File: src/rtl/uart_rx_pkg.sv
// Shared UART definitions: receiver FSM state encoding and default frame geometry.
package uart_rx_pkg;

   localparam int OVS_DEF     = 16;
   localparam int NB_DATA_DEF = 8;

   typedef enum logic [2:0] {
      ST_IDLE   = 3'd0,
      ST_START  = 3'd1,
      ST_DATA   = 3'd2,
      ST_PARITY = 3'd3,
      ST_STOP   = 3'd4,
      ST_BREAK  = 3'd5
   } state_t;

endpackage

File: src/rtl/uart_rx_if.sv
// Receiver-facing bundle: oversampling tick and serial line in, recovered word and flags out.
interface uart_rx_if
   import uart_rx_pkg::*;
#(
   parameter int NB_DATA = NB_DATA_DEF
);

   logic               tick;
   logic               rx;
   logic [NB_DATA-1:0] dout;
   logic               rx_done;
   logic               frame_err;
   logic               parity_err;

   modport master (
      output tick, rx,
      input  dout, rx_done, frame_err, parity_err
   );

   modport slave (
      input  tick, rx,
      output dout, rx_done, frame_err, parity_err
   );

endinterface

File: src/rtl/uart_rx_sync_2ff.sv
// Generic two-flop synchronizer for a single asynchronous bit with a selectable reset value.
module sync_2ff #(
   parameter logic RESET_VAL = 1'b1
) (
   input  logic i_clk,
   input  logic i_reset,
   input  logic d,
   output logic q
);

   logic meta;

   always_ff @(posedge i_clk) begin
      if (i_reset) begin
         meta <= RESET_VAL;
         q    <= RESET_VAL;
      end else begin
         meta <= d;
         q    <= meta;
      end
   end

endmodule

File: src/rtl/uart_rx.sv
// Oversampling UART receiver: samples each bit mid-period and reports the word with error flags.
module uart_rx
   import uart_rx_pkg::*;
#(
   parameter int NB_DATA    = NB_DATA_DEF,
   parameter int SB_TICK    = 16,
   parameter int OVS        = OVS_DEF,
   parameter int PARITY_EN  = 0,
   parameter int PARITY_ODD = 0
) (
   input  logic      i_clk,
   input  logic      i_reset,
   uart_rx_if.slave  bus
);

   localparam int S_MAX = (OVS > SB_TICK) ? OVS : SB_TICK;
   localparam int S_W   = $clog2(S_MAX);
   localparam int N_W   = (NB_DATA > 1) ? $clog2(NB_DATA) : 1;

   localparam logic [S_W-1:0] S_MID     = S_W'(OVS / 2 - 1);
   localparam logic [S_W-1:0] S_LAST    = S_W'(OVS - 1);
   localparam logic [S_W-1:0] S_STOP    = S_W'(SB_TICK - 1);
   localparam logic [N_W-1:0] N_LAST    = N_W'(NB_DATA - 1);
   localparam logic           ODD       = 1'(PARITY_ODD);
   localparam state_t         AFTER_DAT = (PARITY_EN != 0) ? ST_PARITY : ST_STOP;

   state_t             state;
   logic [S_W-1:0]     s;
   logic [N_W-1:0]     n;
   logic [NB_DATA-1:0] b;
   logic               perr;
   logic               rx_s;
   logic [NB_DATA-1:0] dout_r;
   logic               done_r;
   logic               ferr_r;
   logic               perr_r;

   sync_2ff #(.RESET_VAL(1'b1)) u_sync (
      .i_clk   (i_clk),
      .i_reset (i_reset),
      .d       (bus.rx),
      .q       (rx_s)
   );

   // IDLE reacts to the line without waiting for a tick; every other state only counts ticks.
   always_ff @(posedge i_clk) begin
      if (i_reset) begin
         state  <= ST_IDLE;
         s      <= '0;
         n      <= '0;
         b      <= '0;
         perr   <= 1'b0;
         dout_r <= '0;
         done_r <= 1'b0;
         ferr_r <= 1'b0;
         perr_r <= 1'b0;
      end else begin
         done_r <= 1'b0;
         case (state)
            ST_IDLE: begin
               if (!rx_s) begin
                  state <= ST_START;
                  s     <= '0;
               end
            end
            ST_START: begin
               if (bus.tick) begin
                  if (s == S_MID) begin
                     s <= '0;
                     if (!rx_s) begin
                        state <= ST_DATA;
                        n     <= '0;
                        perr  <= 1'b0;
                     end else begin
                        state <= ST_IDLE;
                     end
                  end else begin
                     s <= s + 1'b1;
                  end
               end
            end
            ST_DATA: begin
               if (bus.tick) begin
                  if (s == S_LAST) begin
                     s <= '0;
                     b <= {rx_s, b[NB_DATA-1:1]};
                     if (n == N_LAST) begin
                        state <= AFTER_DAT;
                     end else begin
                        n <= n + 1'b1;
                     end
                  end else begin
                     s <= s + 1'b1;
                  end
               end
            end
            ST_PARITY: begin
               if (bus.tick) begin
                  if (s == S_LAST) begin
                     s     <= '0;
                     perr  <= (^b) ^ rx_s ^ ODD;
                     state <= ST_STOP;
                  end else begin
                     s <= s + 1'b1;
                  end
               end
            end
            // A low stop sample parks in BREAK so a held-low line cannot start a new frame.
            ST_STOP: begin
               if (bus.tick) begin
                  if (s == S_STOP) begin
                     s      <= '0;
                     dout_r <= b;
                     ferr_r <= ~rx_s;
                     perr_r <= perr;
                     done_r <= 1'b1;
                     state  <= rx_s ? ST_IDLE : ST_BREAK;
                  end else begin
                     s <= s + 1'b1;
                  end
               end
            end
            ST_BREAK: begin
               if (rx_s) begin
                  state <= ST_IDLE;
               end
            end
            default: begin
               state <= ST_IDLE;
            end
         endcase
      end
   end

   assign bus.dout       = dout_r;
   assign bus.rx_done    = done_r;
   assign bus.frame_err  = ferr_r;
   assign bus.parity_err = perr_r;

endmodule
File: src/flat_wrapper.sv
// flat-port wrapper written by rule: the top's interface ports become plain ports
module uart_rx_flat import uart_rx_pkg::*;
#(
   parameter int NB_DATA    = NB_DATA_DEF,
   parameter int SB_TICK    = 16,
   parameter int OVS        = OVS_DEF,
   parameter int PARITY_EN  = 0,
   parameter int PARITY_ODD = 0
)
  (i_clk, i_reset, bus_tick, bus_rx, bus_dout, bus_rx_done, bus_frame_err, bus_parity_err);
  uart_rx_if #(.NB_DATA(NB_DATA)) bus_i ();
  input  logic i_clk;
  input  logic i_reset;
  input wire logic [$bits(bus_i.tick)-1:0] bus_tick;
  input wire logic [$bits(bus_i.rx)-1:0] bus_rx;
  output wire logic [$bits(bus_i.dout)-1:0] bus_dout;
  output wire logic [$bits(bus_i.rx_done)-1:0] bus_rx_done;
  output wire logic [$bits(bus_i.frame_err)-1:0] bus_frame_err;
  output wire logic [$bits(bus_i.parity_err)-1:0] bus_parity_err;
  assign bus_i.tick = bus_tick;
  assign bus_i.rx = bus_rx;
  assign bus_dout = bus_i.dout;
  assign bus_rx_done = bus_i.rx_done;
  assign bus_frame_err = bus_i.frame_err;
  assign bus_parity_err = bus_i.parity_err;
  uart_rx #(.NB_DATA(NB_DATA), .SB_TICK(SB_TICK), .OVS(OVS), .PARITY_EN(PARITY_EN), .PARITY_ODD(PARITY_ODD)) u_core (.i_clk(i_clk), .i_reset(i_reset), .bus(bus_i));
endmodule
File: config.mk
export PLATFORM = sky130hd
export DESIGN_NAME = uart_rx_flat
export DESIGN_NICKNAME = d
export VERILOG_FILES = /design/src/rtl/uart_rx_pkg.sv /design/src/rtl/uart_rx_if.sv /design/src/rtl/uart_rx_sync_2ff.sv /design/src/rtl/uart_rx.sv /design/src/flat_wrapper.sv
export SDC_FILE = /design/constraint.sdc
export NUM_CORES = 1
export LEC_CHECK = 0
export CORE_ASPECT_RATIO = 1.5
export CORE_MARGIN = 4
export CORE_UTILIZATION = 42
export CTS_CLUSTER_SIZE = 30
export DETAILED_ROUTE_END_ITERATION = 8
export MAX_ROUTING_LAYER = met4
export SLEW_MARGIN = 20
export SYNTH_ARGS = -nofsm -noshare
export SYNTH_HDL_FRONTEND = slang
export SYNTH_SLANG_ARGS = --single-unit
File: constraint.sdc
create_clock -name i_clk -period 2.72 [get_ports i_clk]
set_clock_uncertainty 0.2 [all_clocks]
set_input_delay 0.816 -clock i_clk [delete_from_list [all_inputs] [get_ports i_clk]]
set_output_delay 0.816 -clock i_clk [all_outputs]
set_load 0.05 [all_outputs]
* Yosys cells after proc, flatten, opt, wreduce, memory -nomap -nowiden
Index checks and enable logic that the tools add are counted.
** Word-level totals
- Bits in registers :: 32
- Bits of input ports :: 4
- Output and inout bits :: 11
- Logic and storage cells :: 86
** Operators by class
- Add/sub/neg operators :: 2
- Equality and inequality tests :: 22
- Mux-type cells :: 34
- Bitwise gates (word level) :: 4
- Reduce and logical (&&, ||, !) cells :: 13
** Operator list (count)
- two-way mux 3 bit :: 18
- two-way mux 4 bit :: 5
- case mux 3 bit (6 select lines) :: 1
- != test 2 bit, second input constant :: 8
- != test 2 x 1 -> 1 bit, second input constant :: 6
- case mux 4 bit (3 select lines) :: 1
- AND reduction 11 bit :: 1
- equality test 3 bit, second input constant :: 3
- XOR reduction 8 bit :: 1
- AND reduction 7 bit :: 1
- equality test 3 x 2 -> 1 bit, second input constant :: 2
- two-way mux 1 bit :: 6
- case mux 3 bit (2 select lines) :: 1
- AND reduction 3 bit :: 2
- AND reduction 6 bit :: 1
- OR reduction 3 bit :: 2
- adder 4 x 1 -> 4 bit, second input constant :: 1
- equality test 4 x 3 -> 1 bit, second input constant :: 1
- equality test 4 bit, second input constant :: 1
- AND reduction 4 bit :: 1
- nonzero test 2 bit :: 2
- adder 3 x 1 -> 3 bit, second input constant :: 1
- equality test 3 x 1 -> 1 bit, second input constant :: 1
- logical NOT 3 bit :: 1
- other kinds (5) :: 7

* Longest topological paths before layout
- Depth after elaboration :: 5
- Gate-level depth with buffers :: 7

* Hierarchy
From an unflattened synthesis, not the netlist that was laid out.
** Unflattened totals
- Cells, all modules :: 166
- Area, all modules :: 1566.5 um^2
** By module, submodules not included
- uart_rx :: times used 1, cells each 162, area an instance 1514.0 um^2
- sync_2ff :: times used 1, cells each 4, area an instance 52.6 um^2

* Worst setup path after synthesis
OpenSTA, ideal clock, no wires.
- Path type :: input to register
- Start :: input bus_tick
- End :: register u_core.state[0]
- Setup time :: 0.132 ns
- Arrival time :: 1.718 ns
- Path slack :: 0.670 ns
- Stages on the path :: 5
- Buffers on the path :: 0
- Cells stage by stage :: and4_1 nor3_1 a2111oi_2 nand2b_1 a21oi_1
** Between the ends
- Cells in the longest elaborated chain, start to end :: 2
- Elaborated cells between the ends (all ways) :: 5
** Ends and longest elaborated chain
- start: declaration :: RTL line flat_wrapper.sv:14 : input wire logic [$bits(bus_i.tick)-1:0] bus_tick;
- != test 2 bit (no line)
- AND reduction 11 bit (no line) *
- end signal: assignment :: RTL line uart_rx.sv:117 : state <= rx_s ? ST_IDLE : ST_BREAK;
- end: declaration :: RTL line uart_rx.sv:27 : state_t state;
Mark *: on every way between the ends. The rest lies on a longest branch, timed or not.
A chain may end at the register's enable or synchronous reset.

* Worst setup path after layout
Ends and elaborated chain as after synthesis.

==> impl_metrics.csv <==
group,metric,value,unit
sta,hold_viol,0,
routing,wl_met1,1.34,mm
place,gp_congestion,0.909,
clock_network,clock_path_buffers,2,
sta,post-route-period-util,0.918,
synthesis,yosys-top-cells-count,"32 x dfxtp_1, 29 x nor2_1, 19 x mux2i_1, 11 x nand2_1, 9 x a21oi_1",
place,dp_hpwl,2.36,mm
grt,grt_pass1_wl,5.44,mm
sta,slew_violations,0,
cells_and_area,fin_nets,197,
die,num_rows,26,
clock_network,clkTransAtPathRegs,0.06,ns
sta,slew_headroom,0.538,
synthesis,synth-main-ff-cell,"dfxtp_1",
sta,rsz0062_at_grt,"false",
clock_network,cts_tree,"built",
grt,grt_max_degree,19,
synthesis,yosys_warnings,0,
synthesis,async_flop_share,0,
routing,drt_iter0_drc,26,
synthesis,synth_edf_count,0,
routing,drcViolationCount,0,
clock_network,ctsResizeCount,0,
worst_setup_path,reg2reg_slack,0.56,ns
worst_setup_path,crit_chain,"clkdlybuf4s50_1, and4_1, nor3_1, a2111oi_2, nand3_1, a21oi_1",
routing,first_pass_iters,5,
clock_network,cts-root-buf,"clkbuf_8",
pwr,total_power,0.00105,W
sta,clock.fmax,400,MHz
synthesis,netlist.area_leader.share,0.413,
cells_and_area,areaGrowthSynthToFinish,19.9,%
die,fp.dieW,57.6,um
grt,grt-ovfl-total,0,
synthesis,yosysMostFrequentCell,"dfxtp_1",
min_path,whs_path_depth,1,
worst_setup_path,worstPathRequired,2.73,ns
min_path,worstHoldStart,"u_core.u_sync.meta",
min_path,hold_end,"u_core.u_sync.q",
worst_setup_path,critPathArrivalTime,2.51,ns
synthesis,synth_cells,173,
pwr,p_per_area,564,nW/um2
routing,wl_per_cell,13.9,um
clock_network,cts_buffers,5,
worst_setup_path,crit_path_end_kind,"flop",
sta,setup_viol,0,
clock_network,clk-insertion-delay-late,0.28,ns
synthesis,synth_nets,180,
worst_setup_path,r2r-start,"u_core.state[0]",
place,portBuffers,14,
grt,track_usage,0.156,
worst_setup_path,rr_worst_depth,5,
cells_and_area,layout-drive-gt1-share,0.126,
place,pre_cts_ws,-0.0524,ns
clock_network,cts_setup_buffers,0,
synthesis,synth.top_cells.by_area,"dfxtp_1 41%, mux2i_1 12%, nor2_1 7.0%, xnor2_1 3.4%, a21oi_1 2.9%",
routing,antenna_left,0,
worst_setup_path,crit_slowest_cell,"clkdlybuf4s50_1",
worst_setup_path,path_class,"input port to flop",
die,die-area,4750,um2
cells_and_area,utilization,0.535,
pwr,leakage,0.751,nW
cells_and_area,diodes,0,
worst_setup_path,cp_slowest_stage_delay,0.56,ns
synthesis,syn_area_per_cell,8.98,um2
pwr,ir_worst_vdd,0.000441,V
routing,wl,3.25,mm
sta,setup_slack,0.222,ns
die,die_y,82.5,um
worst_setup_path,start_kind,"input port",
routing,highest_layer,"met4",
clock_network,hold_buffers,0,
die,initial_core_util,0.446,
job,drv_cap,0,
clock_network,htree_levels,2,
min_path,hold_path_class,"flop to flop",
clock_network,cts.sinks,32,
sta,worstMarginPinSlew,0.682,ns
synthesis,synth.distinct_cells,41,
synthesis,yosys_register_bits,32,
routing,avgViaCountPerCell,5.58,
synthesis,ys_seq_area_frac,0.413,
synthesis,synth_top_cell_by_area,"dfxtp_1",
routing,vias,1301,
grt,grt_pass1_vias,1213,
routing,route.met2.wl,1.70,mm
worst_setup_path,crit_fanout,6,
synthesis,syn-cell-area,1550,um2
worst_setup_path,worstReg2RegEnd,"u_core.perr",
die,fp.coreArea,3480,um2
sta,fin_crit,2.50,ns
routing,wl_met3,102,um
die,ios,15,
outcome,outcome,"completed",
grt,antenna_found_initial,0,
-- per-stage QoR --
step | TNS, ns | hold slack [ns] | instances | area, um2
5_1_grt | 0 | 0.253 | 233 | 1860
3_5_place_dp | -0.0524 | 0.195 | 225 | 1750
6_report | 0 | 0.211 | 233 | 1860
4_1_cts | 0 | 0.212 | 233 | 1860
3_3_place_gp | 0 | 0.197 | 225 | 1750
2_1_floorplan | 0 | 0.189 | 173 | 1550
-- power by group --
group / total [W] / switching, W / leakage, nW / internal (W)
clock: 0.000444 / 0.000174 / 0.0541 / 0.000271
sequential: 0.000495 / 0.0000204 / 0.258 / 0.000475
combinational: 0.000111 / 0.0000627 / 0.438 / 0.0000483
total: 0.00105 / 0.000257 / 0.751 / 0.000794
-- worst max-delay path by stage --
stage | endpoint | cells after the start | start | slack [ns]
after floorplan | u_core.state[0] | 5 | bus_tick | 0.67
final | u_core.state[0] | 6 | bus_tick | 0.22
after CTS | u_core.state[0] | 6 | bus_tick | 0.22
after detailed placement | u_core.state[0] | 6 | bus_tick | -0.05
after global placement | u_core.state[0] | 6 | bus_tick | 0.008
after global routing | u_core.state[0] | 6 | bus_tick | 0.1
-- metal layers --
| layer | GRT usage | vias up |
|---|---|---|
| met5 | - | - |
| met4 | 0.0928 | 0 |
| met3 | 0.0435 | 10 |
| met2 | 0.264 | 30 |
| met1 | 0.160 | 618 |
| li1 | - | 643 |
-- flip-flops by register name (all words and copies together), names as in the netlist --
| signal | count |
|---|---|
| u_core.u_sync.meta | 1 |
| u_core.s | 4 |
| u_core.bus.rx_done | 1 |
| u_core.bus.dout | 8 |
| u_core.bus.frame_err | 1 |
| u_core.b | 8 |
| u_core.bus.parity_err | 1 |
| u_core.perr | 1 |
| u_core.u_sync.q | 1 |
| u_core.state | 3 |
| u_core.n | 3 |
-- cell usage in the layout, fill, tap and decap left out, types with 4 or more instances in the layout --
master,Yosys,layout
clkdlybuf4s50_1,0,14
xnor2_1,6,6
nand2_1,11,11
mux2i_1,19,19
a21oi_1,9,9
clkbuf_8,0,5
o21ai_0,6,6
buf_4,0,5
and3_1,4,4
or2_2,5,5
dfxtp_1,32,32
nor2_1,29,29
nand3_1,4,4
-- cells by family after synthesis --
kind of cell | count (synthesis) | share of synthesized area
adder cells (fa/ha/maj) | 3 | 0.0242
AND/OR/NAND/NOR | 73 | 0.235
buffers and inverters | 12 | 0.0387
flip-flops | 32 | 0.413
XOR/XNOR | 9 | 0.0596
multiplexers | 19 | 0.122
AO/OA/AOI/OAI | 25 | 0.107
-- critical path, delay by kind of cell --
family,cells,cell delay [ns]
buffers and inverters,1,0.56
and+or+nand+nor,3,0.48
AOI/OAI and AO/OA,2,0.66
-- final cells by class --
cell class,instances,area (um2)
Clock inverter,3,42.5
Sequential cell,32,641
Fill cell,324,1620
Timing Repair Buffer,20,198
Multi-Input combinational cell,129,852
Inverter,2,7.51
Tap cell,42,52.6
Clock buffer,5,68.8
Power figures use the tool's default switching activity.
